[config.mk]
export PLATFORM = sky130hd
export DESIGN_NAME = wb_port_arbiter_flat
export DESIGN_NICKNAME = d
export VERILOG_FILES = /design/src/rtl/wb_arb_pkg.sv /design/src/rtl/wb_arb_if.sv /design/src/rtl/wb_arb_fifo.sv /design/src/rtl/wb_port_arbiter.sv /design/src/flat_wrapper.sv
export SDC_FILE = /design/constraint.sdc
export NUM_CORES = 1
export LEC_CHECK = 0
export ABC_AREA = 1
export ABC_CLOCK_PERIOD_IN_PS = 2300
export CAP_MARGIN = 10
export CELL_PAD_IN_SITES_DETAIL_PLACEMENT = 0
export CELL_PAD_IN_SITES_GLOBAL_PLACEMENT = 1
export CORE_ASPECT_RATIO = 0.7
export CORE_MARGIN = 2
export CORE_UTILIZATION = 35
export DETAILED_ROUTE_END_ITERATION = 16
export PLACE_DENSITY_LB_ADDON = 0.1
export SYNTH_ARGS = -nofsm -noshare
export SYNTH_HDL_FRONTEND = slang
export SYNTH_SLANG_ARGS = --single-unit
[constraint.sdc]
create_clock -name clk -period 2.3 [get_ports clk]
set_input_delay 0.23 -clock clk [delete_from_list [all_inputs] [get_ports clk]]
set_output_delay 0.23 -clock clk [all_outputs]
set_load 0.01 [all_outputs]
[src/rtl/wb_arb_pkg.sv]
// rtl/wb_arb_pkg.sv - shared types and sizes for the writeback port arbiter
package wb_arb_pkg;

  localparam int WB_ARB_DEPTH = 2;
  localparam int WB_ARB_CNT_W = $clog2(WB_ARB_DEPTH + 1);

  typedef enum logic [1:0] {
    IDLE  = 2'd0,
    PEND  = 2'd1,
    FORCE = 2'd2
  } wb_arb_state_e;

  typedef struct packed {
    logic        live;
    logic [4:0]  dest;
    logic [31:0] data;
  } wb_arb_entry_t;

endpackage

[src/rtl/wb_arb_if.sv]
// rtl/wb_arb_if.sv - pipeline, multiplier, hazard and register-file port signals
interface wb_arb_if;

  logic        RegWrite_W;
  logic [4:0]  WriteReg_W;
  logic [31:0] Result_W;
  logic        mul_valid;
  logic [4:0]  mul_dest;
  logic [31:0] mul_data;
  logic        mul_ready;
  logic [4:0]  rs_D;
  logic [4:0]  rt_D;
  logic        raw_stall;
  logic        stall_o;
  logic        rf_we;
  logic [4:0]  rf_waddr;
  logic [31:0] rf_wdata;

  modport slave (
    input  RegWrite_W, WriteReg_W, Result_W,
    input  mul_valid, mul_dest, mul_data,
    output mul_ready,
    input  rs_D, rt_D,
    output raw_stall, stall_o,
    output rf_we, rf_waddr, rf_wdata
  );

  modport master (
    output RegWrite_W, WriteReg_W, Result_W,
    output mul_valid, mul_dest, mul_data,
    input  mul_ready,
    output rs_D, rt_D,
    input  raw_stall, stall_o,
    input  rf_we, rf_waddr, rf_wdata
  );

endinterface

[src/rtl/wb_arb_fifo.sv]
// rtl/wb_arb_fifo.sv - shift FIFO of multiplier results with squash-by-dest
module wb_arb_fifo
  import wb_arb_pkg::*;
(
  input  logic                             clk,
  input  logic                             rst_n,
  input  logic                             push,
  input  wb_arb_entry_t                    push_entry,
  input  logic                             pop,
  input  logic                             squash_en,
  input  logic [4:0]                       squash_dest,
  output wb_arb_entry_t                    head,
  output logic [WB_ARB_CNT_W-1:0]          count,
  output logic [WB_ARB_DEPTH-1:0][4:0]     tap_dest,
  output logic [WB_ARB_DEPTH-1:0]          tap_live
);

  localparam int IDX_W = (WB_ARB_DEPTH > 1) ? $clog2(WB_ARB_DEPTH) : 1;

  wb_arb_entry_t           ent     [WB_ARB_DEPTH];
  wb_arb_entry_t           ent_nxt [WB_ARB_DEPTH];
  wb_arb_entry_t           push_kept;
  logic [IDX_W-1:0]        wr_idx;
  logic [WB_ARB_CNT_W-1:0] count_nxt;

  // Squash matching entries first, then shift out the head, then append the new result
  always_comb begin
    ent_nxt = ent;
    for (int i = 0; i < WB_ARB_DEPTH; i++) begin
      if (squash_en && (ent[i].dest == squash_dest)) begin
        ent_nxt[i].live = 1'b0;
      end
    end
    if (pop) begin
      for (int i = 0; i < WB_ARB_DEPTH - 1; i++) begin
        ent_nxt[i] = ent_nxt[i + 1];
      end
      ent_nxt[WB_ARB_DEPTH - 1] = '0;
    end
    push_kept = push_entry;
    if (squash_en && (push_entry.dest == squash_dest)) begin
      push_kept.live = 1'b0;
    end
    wr_idx = IDX_W'(count - WB_ARB_CNT_W'(pop));
    if (push) begin
      ent_nxt[wr_idx] = push_kept;
    end
    count_nxt = count + WB_ARB_CNT_W'(push) - WB_ARB_CNT_W'(pop);
  end

  // Entry storage and occupancy
  always_ff @(posedge clk or negedge rst_n) begin
    if (!rst_n) begin
      for (int i = 0; i < WB_ARB_DEPTH; i++) begin
        ent[i] <= '0;
      end
      count <= '0;
    end else begin
      ent   <= ent_nxt;
      count <= count_nxt;
    end
  end

  // Per-entry taps; slots beyond the occupancy never report live
  always_comb begin
    for (int i = 0; i < WB_ARB_DEPTH; i++) begin
      tap_dest[i] = ent[i].dest;
      tap_live[i] = ent[i].live && (WB_ARB_CNT_W'(i) < count);
    end
  end

  assign head = ent[0];

endmodule

[src/rtl/wb_port_arbiter.sv]
// rtl/wb_port_arbiter.sv - register-file write port arbiter, starvation drain under WB_ARB_STARVE_EN
module wb_port_arbiter
  import wb_arb_pkg::*;
#(
  parameter int STARVE_LIMIT = 4
)
(
  input  logic    clk,
  input  logic    rst_n,
  wb_arb_if.slave bus
);

  localparam logic [3:0] STARVE_LIMIT_W = 4'(STARVE_LIMIT);

  wb_arb_state_e                state;
  wb_arb_state_e                state_nxt;
  wb_arb_entry_t                head;
  wb_arb_entry_t                push_entry;
  logic [WB_ARB_CNT_W-1:0]      count;
  logic [WB_ARB_CNT_W-1:0]      count_nxt;
  logic [WB_ARB_DEPTH-1:0][4:0] tap_dest;
  logic [WB_ARB_DEPTH-1:0]      tap_live;
  logic                         force_mode;
  logic                         head_live;
  logic                         head_dead;
  logic                         pipe_wins;
  logic                         mul_ready_int;
  logic                         push;
  logic                         pop;
  logic                         squash_en;
  logic                         starve_hit;

  // In FORCE the held W stage will re-present its write, so RegWrite_W neither wins the port nor squashes
  assign pipe_wins     = bus.RegWrite_W && !force_mode;
  assign head_live     = (count != '0) && head.live;
  assign head_dead     = (count != '0) && !head.live;
  assign pop           = head_dead || (head_live && !pipe_wins);
  assign mul_ready_int = (count < WB_ARB_CNT_W'(WB_ARB_DEPTH)) && !force_mode;
  assign push          = bus.mul_valid && mul_ready_int;
  assign squash_en     = pipe_wins && (bus.WriteReg_W != 5'd0);
  assign count_nxt     = count + WB_ARB_CNT_W'(push) - WB_ARB_CNT_W'(pop);
  assign push_entry    = '{live: 1'b1, dest: bus.mul_dest, data: bus.mul_data};

  assign bus.mul_ready = mul_ready_int;
  assign bus.stall_o   = force_mode;

  wb_arb_fifo u_fifo (
    .clk         (clk),
    .rst_n       (rst_n),
    .push        (push),
    .push_entry  (push_entry),
    .pop         (pop),
    .squash_en   (squash_en),
    .squash_dest (bus.WriteReg_W),
    .head        (head),
    .count       (count),
    .tap_dest    (tap_dest),
    .tap_live    (tap_live)
  );

`ifdef WB_ARB_STARVE_EN
  logic [3:0] starve_cnt;
  logic [3:0] starve_cnt_nxt;
  logic       blocked;

  assign force_mode = (state == FORCE);
  assign blocked    = (state == PEND) && head_live && bus.RegWrite_W;
  assign starve_hit = blocked && ((starve_cnt + 4'd1) >= STARVE_LIMIT_W);

  // Count consecutive cycles a live head loses the port; any pop restarts the count
  always_comb begin
    starve_cnt_nxt = starve_cnt;
    if (pop) begin
      starve_cnt_nxt = 4'd0;
    end else if (blocked) begin
      starve_cnt_nxt = starve_cnt + 4'd1;
    end
  end

  // Starvation counter register
  always_ff @(posedge clk or negedge rst_n) begin
    if (!rst_n) begin
      starve_cnt <= 4'd0;
    end else begin
      starve_cnt <= starve_cnt_nxt;
    end
  end
`else
  logic unused_starve_limit;

  assign force_mode          = 1'b0;
  assign starve_hit          = 1'b0;
  assign unused_starve_limit = ^STARVE_LIMIT_W;
`endif

  // State register
  always_ff @(posedge clk or negedge rst_n) begin
    if (!rst_n) begin
      state <= IDLE;
    end else begin
      state <= state_nxt;
    end
  end

  // Next-state: leave IDLE on a push, return once the FIFO drains
  always_comb begin
    state_nxt = state;
    case (state)
      IDLE: begin
        if (push) begin
          state_nxt = PEND;
        end
      end
      PEND: begin
        if (count_nxt == '0) begin
          state_nxt = IDLE;
        end else if (starve_hit) begin
`ifdef WB_ARB_STARVE_EN
          state_nxt = FORCE;
`else
          state_nxt = PEND;
`endif
        end
      end
`ifdef WB_ARB_STARVE_EN
      FORCE: begin
        if (count_nxt == '0) begin
          state_nxt = IDLE;
        end
      end
`endif
      default: state_nxt = IDLE;
    endcase
  end

  // Write port mux; register 0 is never written even when a source holds the port
  always_comb begin
    bus.rf_we    = 1'b0;
    bus.rf_waddr = 5'd0;
    bus.rf_wdata = 32'd0;
    if (rst_n) begin
      if (pipe_wins) begin
        bus.rf_we    = (bus.WriteReg_W != 5'd0);
        bus.rf_waddr = bus.WriteReg_W;
        bus.rf_wdata = bus.Result_W;
      end else if (head_live) begin
        bus.rf_we    = (head.dest != 5'd0);
        bus.rf_waddr = head.dest;
        bus.rf_wdata = head.data;
      end
    end
  end

  // Decode hazard: a live pending result for either source register
  always_comb begin
    bus.raw_stall = 1'b0;
    for (int i = 0; i < WB_ARB_DEPTH; i++) begin
      if (tap_live[i] && (tap_dest[i] != 5'd0) &&
          ((tap_dest[i] == bus.rs_D) || (tap_dest[i] == bus.rt_D))) begin
        bus.raw_stall = 1'b1;
      end
    end
  end

endmodule

[src/flat_wrapper.sv]
// flat-port wrapper written by rule: the top's interface ports become plain ports
module wb_port_arbiter_flat import wb_arb_pkg::*;
#(
  parameter int STARVE_LIMIT = 4
)
  (clk, rst_n, bus_RegWrite_W, bus_WriteReg_W, bus_Result_W, bus_mul_valid, bus_mul_dest, bus_mul_data, bus_mul_ready, bus_rs_D, bus_rt_D, bus_raw_stall, bus_stall_o, bus_rf_we, bus_rf_waddr, bus_rf_wdata);
  wb_arb_if bus_i ();
  input  logic clk;
  input  logic rst_n;
  input wire logic [$bits(bus_i.RegWrite_W)-1:0] bus_RegWrite_W;
  input wire logic [$bits(bus_i.WriteReg_W)-1:0] bus_WriteReg_W;
  input wire logic [$bits(bus_i.Result_W)-1:0] bus_Result_W;
  input wire logic [$bits(bus_i.mul_valid)-1:0] bus_mul_valid;
  input wire logic [$bits(bus_i.mul_dest)-1:0] bus_mul_dest;
  input wire logic [$bits(bus_i.mul_data)-1:0] bus_mul_data;
  output wire logic [$bits(bus_i.mul_ready)-1:0] bus_mul_ready;
  input wire logic [$bits(bus_i.rs_D)-1:0] bus_rs_D;
  input wire logic [$bits(bus_i.rt_D)-1:0] bus_rt_D;
  output wire logic [$bits(bus_i.raw_stall)-1:0] bus_raw_stall;
  output wire logic [$bits(bus_i.stall_o)-1:0] bus_stall_o;
  output wire logic [$bits(bus_i.rf_we)-1:0] bus_rf_we;
  output wire logic [$bits(bus_i.rf_waddr)-1:0] bus_rf_waddr;
  output wire logic [$bits(bus_i.rf_wdata)-1:0] bus_rf_wdata;
  assign bus_i.RegWrite_W = bus_RegWrite_W;
  assign bus_i.WriteReg_W = bus_WriteReg_W;
  assign bus_i.Result_W = bus_Result_W;
  assign bus_i.mul_valid = bus_mul_valid;
  assign bus_i.mul_dest = bus_mul_dest;
  assign bus_i.mul_data = bus_mul_data;
  assign bus_mul_ready = bus_i.mul_ready;
  assign bus_i.rs_D = bus_rs_D;
  assign bus_i.rt_D = bus_rt_D;
  assign bus_raw_stall = bus_i.raw_stall;
  assign bus_stall_o = bus_i.stall_o;
  assign bus_rf_we = bus_i.rf_we;
  assign bus_rf_waddr = bus_i.rf_waddr;
  assign bus_rf_wdata = bus_i.rf_wdata;
  wb_port_arbiter #(.STARVE_LIMIT(STARVE_LIMIT)) u_core (.clk(clk), .rst_n(rst_n), .bus(bus_i));
endmodule
==> flow_summary.toml <==
[run_status]
status = "finished clean"

[cts]
cts_tree = "yes"
path_clk_slew_ps = 60
cts_buffers = 9
ctsHoldBuffers = 0
ctsLongestPathBuffers = 2
root_buffer = "clkbuf_16"
clk_latency_ps = 340
htreeDepth = 3
clock_sink_count = 78

[worst_hold_path]
hp-class = "primary input to async pin"

[setup_path]
worst_r2r_endpoint = "u_core.u_fifo.head[26]"
path_max_fanout = 15
worstRegToRegCells = 7
rrSetupSlack_ps = 440
crit_path_start_kind = "register"
endpoint_kind = "output port"
arrival_ps = 1940
critPathKind = "register to output port"
worstReg2RegStart = "u_core.u_fifo.count[1]"
worstPathRequired_ps = 2070

[timing]
grt_setup_unrepaired = "false"
slew_viol_final = 0
setup-tns-final_ps = 0
max-slew-margin-rel = 0.339
period_minus_slack_ps = 2170
skew_ps = 5.81
setup_viol = 0
holdWs_ps = 151
tightest_slew_ps = 992
period_share = 0.944
fmax_ghz = 0.460
final_hold_viol_count = 0

[detailed_routing]
drt_iter0_markers = 279
route.met2.wl_um = 5450
route.detailed.drc = 0
met3_length_um = 865
drt-total-wl_um = 13500
ant_nets = 0
wl_per_cell_um = 15.4
dr.max_layer_used = "met4"
firstDrtPassIters = 5
dr_total_vias = 4263
vias_per_cell = 4.88
drt-met1-wl_um = 7030

[logic_synthesis]
synth_most_common_cell = "nand2_1"
synth_area_leaders = "dfrtp_1 (42%), nand2_1 (12%), inv_1 (7.5%)"
synth_cell_types = 28
synth.top_cell.area_share = 0.422
ys_seq_area_frac = 0.422
synth_ff_type = "dfrtp_1"
yosys.area.top_type = "dfrtp_1"
netlist_instances = 585
synth_common_cells = "nand2_1 (148), inv_1 (93), dfrtp_1 (78)"
synth-seq-cells = 78
synth-warning-count = 0
synth.cell_area_um2 = 4630
synth_nets = 675
synth-async-reset-ratio = 1.00
syn_area_per_cell_um2 = 7.91
synth-edff-count = 0

[pwr]
power_density_nw_per_um2 = 1130
power.leakage_nw = 3.32
vdd_drop_max_v = 0.000626
finalPower_w = 0.00729

[finish]
seqCellArea_um2 = 1960
post_route_cells_drive_above_1_share = 0.103
layout.nets = 792
antenna_cells = 0
multi_input_area_um2 = 2060
area_delta_synth_final_pct = 39.8
nFillCells = 1264

[die]
core-area_um2 = 13100
initial_core_util = 0.355
die-width_um = 141
dieArea_um2 = 14200
core.rowCount = 35
die-height_um = 100
io_pins = 129

[flow_run]
cap_violations = 0

[global_route]
grt_first_pass_wirelength_um = 21700
grt_max_degree = 79
antenna_found_initial = 0
grt_pass1_vias = 4178
grtUsageTotal = 0.194
grt_overflow_total = 0

[placement]
place.gp.congestion = 0.890
port_buffers = 127
dp.final_hpwl_um = 9220
critical path: stages, from the launching register on:
cell and delay [ps]:
dfrtp_1 360, nor2_1 50, nor2_1 110, nand2_1 80, inv_2 100, buf_12 160, nand2_1 70, a21oi_1 120
clkdlybuf4s50_1 560
state kept, by name (all words and copies together), names as in the netlist:
name and cells:
u_core.u_fifo.count 2, u_core.u_fifo.ent 33, u_core.u_fifo.head 38, u_core.u_fifo.tap_dest 5
power by group:
| group | switching, W | internal, W |
|---|---|---|
| registers | 0.000403 | 0.00194 |
| logic | 0.00188 | 0.00141 |
| clock network | 0.000561 | 0.00109 |
layout make-up:
class | count | share of cell area
Inverter | 94 | 0.0545
Sequential cell | 78 | 0.303
Multi-Input combinational cell | 369 | 0.318
Clock buffer | 11 | 0.0375
Timing Repair Buffer | 150 | 0.239
Tap cell | 166 | 0.0321
Clock inverter | 5 | 0.0164
how the worst max path moves through the flow:
stage | startpoint | end | slack, ps | depth (start not counted)
6_report | u_core.u_fifo.count[1] | bus_rf_wdata[10] | 130 | 8
5_1_grt | u_core.u_fifo.count[1] | bus_rf_wdata[10] | 5 | 8
4_1_cts | u_core.u_fifo.head[37] | bus_rf_wdata[9] | 7 | 8
3_5_place_dp | bus_rs_D[4] | bus_raw_stall | 190 | 8
3_3_place_gp | bus_rs_D[0] | bus_raw_stall | 250 | 8
2_1_floorplan | u_core.u_fifo.count[1] | u_core.u_fifo.count[1] | 440 | 9
layout by cell type, fill, tap and decap left out, types with 3 or more instances in the layout:
cell type / synthesis / routed
o21ai_1: 9 / 9
nand2_1: 148 / 148
nand3_1: 9 / 9
nor2_1: 15 / 15
o22ai_2: 21 / 21
a21oi_1: 39 / 39
bufinv_16: 0 / 3
clkdlybuf4s50_1: 0 / 90
dfrtp_2: 0 / 5
buf_4: 1 / 19
nand4_1: 3 / 3
o21ai_0: 31 / 31
dlygate4sd2_1: 0 / 14
xnor2_1: 14 / 14
dlymetal6s2s_1: 0 / 21
clkbuf_16: 0 / 9
dfrtp_1: 78 / 73
o22ai_1: 17 / 17
inv_1: 93 / 92
xor2_1: 15 / 15
buf_12: 0 / 4
o211ai_1: 37 / 37
metal layers:
metal	track usage	vias up
met4	0.0462	0
met1	0.296	2009
met2	0.274	126
met3	0.0491	10
met5	0	-
li1	-	2118
what timing repair did:
| item | 4_1_cts | 5_1_grt |
|---|---|---|
| setup buffers | 1 | 0 |
| endpoints found under the setup margin | 24 | 21 |
| cloned | 1 | 0 |
| gates resized for setup | 15 | 27 |
logic make-up (layout without fill, tap and decap cells):
logic type,Yosys count,after routing,share of synthesized area
adder cells (fa/ha/maj),2,2,0.00541
buffers and inverters,138,260,0.135
flip-flops,78,78,0.422
AND/OR/NAND/NOR,182,182,0.155
XOR/XNOR,29,29,0.0549
AO/OA/AOI/OAI,155,155,0.227
other,1,1,0.000810
stage by stage:
stage | instances | util | area (um2) | worst slack, ps
2_1_floorplan | 585 | - | 4630 | 444
3_3_place_gp | 855 | 0.463 | 6040 | 253
3_5_place_dp | 855 | 0.463 | 6040 | 191
4_1_cts | 873 | 0.491 | 6410 | 7.12
5_1_grt | 873 | 0.496 | 6470 | 4.91
6_report | 873 | 0.496 | 6470 | 128
Note: power is estimated with default switching activity, not from simulation.
==> variant: new RTL, same settings <==
Build with the macro `WB_ARB_STARVE_EN` defined.
--- a/src/rtl/wb_port_arbiter.sv
+++ b/src/rtl/wb_port_arbiter.sv
@@ -1,4 +1,6 @@
 // rtl/wb_port_arbiter.sv - register-file write port arbiter, starvation drain under WB_ARB_STARVE_EN
+`define WB_ARB_STARVE_EN
+
 module wb_port_arbiter
   import wb_arb_pkg::*;
 #(
Check against the original RTL: not equivalent (Yosys sat finds a counterexample within 10 cycles, from zero or initial values and one cycle with rst_n low).
==> variant against the original RTL <==
Sequential share of layout area barely moved; power rose by 6.2%; worst setup slack got worse by 0.052 ns; largest power group unchanged; fmax fell by 2.3%; synthesized area rose by 6.0%; design area rose by 7.3%; combinational power rose by 13%; sequential cell count rose by 6; critical endpoint is now bus_rf_wdata[13]; wire length rose by 8.2%.
==> variant: results <==
{
  "synthTopCellsByCount": "110 x nand2_1, 93 x inv_1, 84 x dfrtp_1",
  "relSlewSlack": 0.605,
  "grt_pass1_wl_mm": 22.9,
  "p_sw_frac": 0.404,
  "reg2reg_from": "u_core.state[1]",
  "cts_root_buf": "clkbuf_16",
  "reg2reg_slack_ns": 0.46,
  "final_nets": 829,
  "synth_top_cells_by_area": "dfrtp_1 43%, nand2_1 8.4%, inv_1 7.1%",
  "post-place-ws_ns": 0.0803,
  "first_global_vias": 4339,
  "routed_via_density": 4.96,
  "gp_congestion": 0.936,
  "skew_ns": 0.00991,
  "synth.distinct_cells": 34,
  "wl_per_cell_um": 15.6,
  "yosysSeqAreaShare": 0.428,
  "met1_usage": 0.285,
  "use_met3": 0.0438,
  "arrival_ns": 1.99,
  "min_path_type": "in -> reg",
  "synth-async-reset-ratio": 1.00,
  "track_usage": 0.193,
  "crit_fanout": 22,
  "hpwl_mm": 9.83,
  "use_met2": 0.286,
  "power.leakage_nw": 3.60,
  "grt_antenna_before_repair": 0,
  "drt-initial-drc-count": 276,
  "ir_worst_vdd_uv": 702,
  "syn_nets": 699,
  "port_buffers": 128,
  "reg2reg_depth": 10,
  "status": "completed",
  "grt_start_max_net_pins": 45,
  "drive_above_1_share": 0.108
}
## variant: cell types whose count changed after synthesis, sizes merged, moves of 3 or more
cell | unedited run | this run
o41ai | 0 | 3
o21ai | 41 | 78
nand3 | 10 | 20
nor2 | 15 | 10
xnor2 | 14 | 11
dfrtp | 78 | 84
xor2 | 15 | 19
nand2 | 150 | 113
## variant: worst max-delay path, cell delays in order, from the launching register on
cell and delay [ns]:
dfrtp_1 0.42, nand2_4 0.12, nand2_4 0.10, bufbuf_16 0.31, a21oi_1 0.13, clkdlybuf4s50_1 0.57
## variant: kinds of logic (layout without fill, tap and decap cells)
family / count (synthesis) / in the layout / share of synthesized area
AO/OA/AOI/OAI: 201 / 201 / 0.252
buffers and inverters: 139 / 273 / 0.126
AND/OR/NAND/NOR: 153 / 153 / 0.134
flip-flops: 84 / 84 / 0.428
adder cells (fa/ha/maj): 2 / 2 / 0.00510
XOR/XNOR: 30 / 30 / 0.0536
## variant: per-stage QoR
stage / std cells / hold slack, ns / power (mW) / instance area [µm²]
floorplan: 609 / -0.0656 / 4.97 / 4910
global placement: 908 / 0.132 / 5.91 / 6400
detailed placement: 908 / 0.135 / 6.02 / 6400
CTS: 930 / 0.457 / 7.70 / 6820
global route: 933 / 0.470 / 8.33 / 6950
finish: 933 / 0.465 / 7.74 / 6950
## variant: per-layer routing
metal	wire length (µm)	vias up
met4	150	0
met2	6030	138
met1	7510	2186
li1	-	2289
met5	0	-
met3	884	14
## variant: repair_timing
item                                    in CTS  in global routing
endpoints found under the setup margin      39                 36
setup buffers                                4                  2
gates cloned                                 1                  1
hold buffers                                 2                  0
resized for setup                           11                 34
hold endpoints to repair                     9                  0
## variant: power by group through the flow
stage          clock, mW  combinational, mW  sequential, mW
3_3_place_gp           0               3.46            2.45
5_1_grt             1.67               4.15            2.51
6_report            1.58               3.73            2.43
4_1_cts             1.61               3.66            2.43
2_1_floorplan          0               2.66            2.31
3_5_place_dp           0               3.56            2.46
## variant: layout make-up
type,instances,area (µm²)
Timing Repair Buffer,163,1720
Multi-Input combinational cell,386,2200
Clock inverter,4,72.6
Tap cell,190,238
Inverter,95,359
Clock buffer,11,253
Fill cell,1336,6840
Sequential cell,84,2100
## variant: how the worst max path moves through the flow
stage | slack (ns) | start | end | cells past startpoint
final | 0.08 | u_core.state[1] | bus_rf_wdata[13] | 5
after global routing | 0.003 | u_core.u_fifo.count[0] | bus_rf_wdata[12] | 8
after CTS | 0.04 | u_core.state[0] | bus_rf_waddr[4] | 7
after detailed placement | 0.08 | bus_rs_D[3] | bus_raw_stall | 8
after global placement | 0.08 | bus_rt_D[4] | bus_raw_stall | 8
after floorplan | 0.70 | u_core.state[0] | bus_rf_wdata[28] | 7
